===== config.mk =====
export PLATFORM = sky130hd
export DESIGN_NAME = regfile_16x
export DESIGN_NICKNAME = d
export VERILOG_FILES = /design/src/rtl/cpu_rf_pkg.sv /design/src/rtl/decoder_4to16.sv /design/src/rtl/rf_read_port.sv /design/src/rtl/regfile_16x.sv
export SDC_FILE = /design/constraint.sdc
export NUM_CORES = 1
export LEC_CHECK = 0
export CAP_MARGIN = 20
export CORE_MARGIN = 2
export CORE_UTILIZATION = 55
export CTS_CLUSTER_DIAMETER = 40
export DETAILED_ROUTE_END_ITERATION = 7
export GPL_ROUTABILITY_DRIVEN = 0
export PLACE_DENSITY = 0.86
export RECOVER_POWER = 50
export SLEW_MARGIN = 20
export SYNTH_ARGS = -nofsm -noshare
export SYNTH_HDL_FRONTEND = slang
export SYNTH_SLANG_ARGS = --single-unit

===== constraint.sdc =====
create_clock -name clk -period 2.75 [get_ports clk]
set_clock_uncertainty 0.05 [all_clocks]
set_input_delay 0.4125 -clock clk [delete_from_list [all_inputs] [get_ports clk]]
set_output_delay 0.4125 -clock clk [all_outputs]
set_load 0.01 [all_outputs]

===== src/rtl/cpu_rf_pkg.sv =====
// Shared register-file definitions: depth, address width, address and one-hot
// enable types, plus a helper that turns an address into a one-hot vector.
package cpu_rf_pkg;

  localparam int RF_DEPTH  = 16;
  localparam int RF_ADDR_W = 4;

  typedef logic [RF_ADDR_W-1:0] rf_addr_t;
  typedef logic [RF_DEPTH-1:0]  rf_onehot_t;

  // Turn a register address into a single set bit at that position.
  function automatic rf_onehot_t rf_onehot(input rf_addr_t a);
    rf_onehot_t r;
    r    = {RF_DEPTH{1'b0}};
    r[a] = 1'b1;
    return r;
  endfunction

endpackage


===== src/rtl/decoder_4to16.sv =====
// 4-to-16 one-hot decoder with an enable; all outputs are low when disabled.
module decoder_4to16
  import cpu_rf_pkg::*;
(
  input  logic       en,
  input  rf_addr_t   addr,
  output rf_onehot_t dec
);

  // One-hot decode of addr, gated by en.
  always_comb begin
    dec = {RF_DEPTH{1'b0}};
    if (en) begin
      dec = rf_onehot(addr);
    end else begin
      dec = {RF_DEPTH{1'b0}};
    end
  end

endmodule


===== src/rtl/rf_read_port.sv =====
// One combinational read port: selects a register and its busy bit.
// With REGFILE_BYPASS_EN defined, a same-cycle write to the addressed
// register is forwarded, and the busy bit follows the write unless the
// same register is also being reserved in that cycle.
module rf_read_port
  import cpu_rf_pkg::*;
#(
  parameter int WIDTH = 32
) (
  input  rf_addr_t         rd_addr,
  input  logic [WIDTH-1:0] regs [RF_DEPTH],
  input  rf_onehot_t       busy_vec,
`ifdef REGFILE_BYPASS_EN
  input  logic             fwd_en,
  input  rf_addr_t         fwd_addr,
  input  logic [WIDTH-1:0] fwd_data,
  input  logic             rsv_live,
  input  rf_addr_t         rsv_addr,
`endif
  output logic [WIDTH-1:0] rd_data,
  output logic             rd_busy
);

  // Register and scoreboard select, with optional write-through forwarding.
  always_comb begin
    rd_data = regs[rd_addr];
    rd_busy = busy_vec[rd_addr];
`ifdef REGFILE_BYPASS_EN
    if (fwd_en && (fwd_addr == rd_addr)) begin
      rd_data = fwd_data;
      rd_busy = rsv_live && (rsv_addr == rd_addr);
    end else begin
      rd_data = regs[rd_addr];
      rd_busy = busy_vec[rd_addr];
    end
`endif
  end

endmodule


===== src/rtl/regfile_16x.sv =====
// 16-entry register file: one synchronous write port, two combinational read
// ports and a per-register busy scoreboard for issue-stage stalls.
// Optional macro REGFILE_BYPASS_EN adds write-through forwarding on reads.
module regfile_16x
  import cpu_rf_pkg::*;
#(
  parameter int WIDTH   = 32,
  parameter bit ZERO_R0 = 1'b1
) (
  input  logic                 clk,
  input  logic                 rst_n,
  input  logic                 wr_en,
  input  logic [RF_ADDR_W-1:0] wr_addr,
  input  logic [WIDTH-1:0]     wr_data,
  input  logic                 rsv_en,
  input  logic [RF_ADDR_W-1:0] rsv_addr,
  input  logic [RF_ADDR_W-1:0] rs1_addr,
  input  logic [RF_ADDR_W-1:0] rs2_addr,
  output logic [WIDTH-1:0]     rs1_data,
  output logic [WIDTH-1:0]     rs2_data,
  output logic                 rs1_busy,
  output logic                 rs2_busy,
  output logic [RF_DEPTH-1:0]  busy_vec
);

  // R0 is hardwired to zero when ZERO_R0 is set: its write and reserve
  // enables are masked off so it never changes and never goes busy.
  localparam rf_onehot_t KEEP_MASK = ZERO_R0 ? 16'hFFFE : 16'hFFFF;

  rf_onehot_t       wr_dec_s;
  rf_onehot_t       rsv_dec_s;
  rf_onehot_t       wr_hot_s;
  rf_onehot_t       rsv_hot_s;
  rf_onehot_t       busy_d;
  rf_onehot_t       busy_q;
  logic [WIDTH-1:0] regs_d [RF_DEPTH];
  logic [WIDTH-1:0] regs_q [RF_DEPTH];

  decoder_4to16 u_wr_dec (
    .en   (wr_en),
    .addr (wr_addr),
    .dec  (wr_dec_s)
  );

  decoder_4to16 u_rsv_dec (
    .en   (rsv_en),
    .addr (rsv_addr),
    .dec  (rsv_dec_s)
  );

  assign wr_hot_s  = wr_dec_s & KEEP_MASK;
  assign rsv_hot_s = rsv_dec_s & KEEP_MASK;

  // Next register contents: the one-hot write enable selects the target.
  always_comb begin
    for (int i = 0; i < RF_DEPTH; i++) begin
      if (wr_hot_s[i]) begin
        regs_d[i] = wr_data;
      end else begin
        regs_d[i] = regs_q[i];
      end
    end
  end

  // Next scoreboard: a reservation sets, a write clears, set wins on a tie
  // because the newer producer supersedes the one being written back.
  always_comb begin
    busy_d = rsv_hot_s | (busy_q & ~wr_hot_s);
  end

  // Register array and scoreboard state; reset discards any in-flight write.
  always_ff @(posedge clk or negedge rst_n) begin
    if (!rst_n) begin
      for (int i = 0; i < RF_DEPTH; i++) begin
        regs_q[i] <= {WIDTH{1'b0}};
      end
      busy_q <= {RF_DEPTH{1'b0}};
    end else begin
      for (int i = 0; i < RF_DEPTH; i++) begin
        regs_q[i] <= regs_d[i];
      end
      busy_q <= busy_d;
    end
  end

  assign busy_vec = busy_q;

`ifdef REGFILE_BYPASS_EN
  // Forwarding is suppressed while reset is held so reads stay at zero.
  logic fwd_en_s;
  logic rsv_live_s;
  assign fwd_en_s   = rst_n && (wr_hot_s != 16'h0000);
  assign rsv_live_s = (rsv_hot_s != 16'h0000);
`endif

  rf_read_port #(.WIDTH(WIDTH)) u_rd1 (
    .rd_addr  (rs1_addr),
    .regs     (regs_q),
    .busy_vec (busy_q),
`ifdef REGFILE_BYPASS_EN
    .fwd_en   (fwd_en_s),
    .fwd_addr (wr_addr),
    .fwd_data (wr_data),
    .rsv_live (rsv_live_s),
    .rsv_addr (rsv_addr),
`endif
    .rd_data  (rs1_data),
    .rd_busy  (rs1_busy)
  );

  rf_read_port #(.WIDTH(WIDTH)) u_rd2 (
    .rd_addr  (rs2_addr),
    .regs     (regs_q),
    .busy_vec (busy_q),
`ifdef REGFILE_BYPASS_EN
    .fwd_en   (fwd_en_s),
    .fwd_addr (wr_addr),
    .fwd_data (wr_data),
    .rsv_live (rsv_live_s),
    .rsv_addr (rsv_addr),
`endif
    .rd_data  (rs2_data),
    .rd_busy  (rs2_busy)
  );

endmodule


==> summary.md <==
| Metric | Value |
|---|---|
| Antenna violations before repair | `4` |
| Final Hold Violating Endpoints | `0` |
| DRT antenna net count | `0` |
| I/O pin count | `134` |
| Data required time at the worst endpoint | `2.29 ns` |
| Slew Limit Headroom | `-33.3%` |
| Finish-stage setup viols | `0` |
| Max-slew violation total from the final report | `66` |
| Clock tree from TritonCTS | `built` |
| DRT iter0 DRCs | `1775` |
| Period utilisation layout | `99.6%` |
| Cell leakage power | `13.6 nW` |
| PnR worst setup slack | `0.0115 ns` |
| Unrepaired setup endpoints after global routing | `no` |
| Post-layout nets | `1969` |
| Die height | `223 um` |
| Count of flip-flops with a built-in enable after synthesis | `0` |
| Data arrival, critical path | `2.28 ns` |
| Worst setup SP type | `register` |
| Worst IR drop on VDD | `0.437 mV` |
| Die W | `223 um` |
| Power density over the cells | `788 nW/um^2` |
| Mapped Area | `26300 um^2` |
| Critical path start-end classification | `reg -> out` |
| Vias post-DR | `17700` |
| Area of the core region | `47400 um^2` |
| Half-perimeter wire length after detailed placement | `45.6 mm` |
| Clock Root Buffer | `sky130_fd_sc_hd__clkbuf_16` |
| Synthesized netlist cell count | `1723` |
| Detailed Route WL | `75.5 mm` |
| Library cells used by synthesis | `34` |
| Top flip-flop cell by instance count after synthesis | `sky130_fd_sc_hd__dfrtp_1` |
| Yosys Warn Count | `0` |
| Largest net degree at the start of global routing | `84` |
| Vias in the first global route | `19400` |
| Number of violations of the max-capacitance limit | `1` |
| Mean post-synth cell area | `15.3 um^2` |
| Setup total negative slack | `0 ns` |
| Highest achievable clock rate | `0.365 GHz` |
| Worst setup slack before clock tree synthesis | `-0.341 ns` |
| Grt total ovfl | `0` |
| Syn_nets | `1775` |
| Worst min-delay path class | `reg -> reg` |
| Slew of the pin with the lowest slew margin | `2.00 ns` |
| # clock sinks | `495` |
| Die outline area | `49600 um^2` |
| Critical-path maximum fanout | `3` |
| Fraction of layout instances using a drive strength above 1 | `47.1%` |
| PortBufs | `132` |
| # rows | `80` |
| Maximum level of the CTS H-tree | `3` |
| Drt pass-1 iters | `5` |
| Final min period | `2.74 ns` |
| Avg WL per Cell | `29.2 um` |
| Register bit count reported by yosys | `495` |
| CTS Buf Count | `72` |
| Initial Util | `55.4%` |
| Area growth from synthesis to layout | `21.1%` |
| Overall routing resource usage | `30.9%` |
| Global-route wire length before repair | `116 mm` |
| Number of remaining DRC errors | `0` |
| Part of the Yosys area used for sequential elements | `47.1%` |
| Type of destination of the critical path | `output port` |
| Maximum buffer depth of the clock tree | `3` |
| Synth async-reset ratio | `100%` |
| Worst skew pair latency | `0.59 ns` |
| Outcome | `complete, but fails checks` |
| Violations in the final reports | `max-capacitance violations, max-slew violations` |
| Average vias per placed instance | `6.86` |
| Clock-pin slew of the registers on the worst-case setup and hold paths | `0.05 ns` |
## synthesized netlist by cell type (10+ instances only)
library cell / instances / area, um^2
sky130_fd_sc_hd__a221o_1: 16 / 160
sky130_fd_sc_hd__mux2i_1: 69 / 691
sky130_fd_sc_hd__a21oi_1: 16 / 80.1
sky130_fd_sc_hd__a22o_1: 35 / 307
sky130_fd_sc_hd__o22ai_1: 15 / 93.8
sky130_fd_sc_hd__dfrtp_1: 495 / 12400
sky130_fd_sc_hd__nor2_1: 10 / 37.5
sky130_fd_sc_hd__mux2_2: 404 / 4550
sky130_fd_sc_hd__a211oi_1: 15 / 113
sky130_fd_sc_hd__o21ai_0: 19 / 95.1
sky130_fd_sc_hd__mux2_1: 172 / 1940
sky130_fd_sc_hd__mux4_2: 198 / 4460
sky130_fd_sc_hd__clkbuf_1: 87 / 327
sky130_fd_sc_hd__a221oi_1: 31 / 272
sky130_fd_sc_hd__buf_2: 77 / 385
## flip-flops by register name, summed over array words and instances, names as in the netlist
signal    count
regs_q      480
busy_vec     15
## cells in the final DEF (no fill, tap or decap), types with 19 or more instances in the layout
master	synthesis	final
sky130_fd_sc_hd__o21ai_0	19	19
sky130_fd_sc_hd__clkdlybuf4s50_1	0	57
sky130_fd_sc_hd__mux2_2	404	404
sky130_fd_sc_hd__clkbuf_16	0	76
sky130_fd_sc_hd__mux4_2	198	198
sky130_fd_sc_hd__buf_12	0	48
sky130_fd_sc_hd__mux2i_1	69	67
sky130_fd_sc_hd__a22o_1	35	35
sky130_fd_sc_hd__dlygate4sd2_1	0	37
sky130_fd_sc_hd__buf_4	5	105
sky130_fd_sc_hd__mux2_1	172	172
sky130_fd_sc_hd__a221oi_1	31	25
sky130_fd_sc_hd__dfrtp_1	495	495
## cell families after synthesis
logic type             share of synthesized area (%)
muxes                                           44.2
buffers and inverters                           3.22
AOI/OAI and AO/OA                               4.58
and+or+nand+nor                                0.856
DFF                                             47.1
other                                         0.0143
## report_power, final
| part | switching [mW] | internal (mW) | total (mW) | leakage (nW) |
|---|---|---|---|---|
| sequential | 1.39 | 9.00 | 10.4 | 6.06 |
| combinational | 2.25 | 3.55 | 5.80 | 6.39 |
| clock | 3.35 | 5.57 | 8.92 | 1.15 |
| total | 7.00 | 18.1 | 25.1 | 13.6 |
## per-stage QoR
stage               instances  util (%)  hold slack, ns  cell area, um^2  power, mW
finish                   2586      67.2           0.455            31900       25.1
global route             2585      67.2           0.473            31900       26.1
CTS                      2576      67.2           0.378            31900       25.1
detailed placement       2448      62.1           0.377            29500       16.2
global placement         2448      62.1           0.390            29500       15.7
floorplan                1723         -          0.0669            26300       13.9
## final cells by class
cell class                      count  area (um^2)
Antenna cell                        3         7.51
Clock buffer                       96         2070
Clock inverter                     29          274
Fill cell                        3072        15600
Inverter                            3         11.3
Multi-Input combinational cell   1045        13200
Sequential cell                   495        12400
Tap cell                          615          769
Timing Repair Buffer              300         3110
## worst max-delay path, stage by stage (launching register included)
cell and delay (ns):
sky130_fd_sc_hd__dfrtp_1 0.41, sky130_fd_sc_hd__mux4_2 0.49, sky130_fd_sc_hd__mux4_2 0.53, sky130_fd_sc_hd__clkdlybuf4s15_1 0.26
## final timing paths
path	startpoint	cells after the start	to	slack [ns]
min in group asynchronous	rst_n	2	regs_q[352]	0.88
hold reg to reg	regs_q[297]	1	regs_q[297]	0.46
hold / removal	regs_q[297]	1	regs_q[297]	0.46
setup / recovery	regs_q[23]	3	rs1_data[23]	0.01
setup reg to reg	regs_q[269]	2	regs_q[269]	1.79
max in group asynchronous	rst_n	3	regs_q[170]	0.37
## per-layer routing
metal	global-route usage, %	up-vias	share of wire (%)
met1	39.1	9474	38
met3	6.31	261	7.2
met2	50.7	883	50
met5	0	-	0.017
met4	16.3	2	4.8
li1	-	7128	-
## timing repair
action / in CTS / in global routing
pin swaps: 0 / 0
hold buffers: 1 / 0
setup buffers: 2 / 7
endpoints found under the setup margin: 64 / 25
resized for setup: 94 / 24
hold endpoints to repair: 61 / 0
Power figures use the tool's default switching activity.
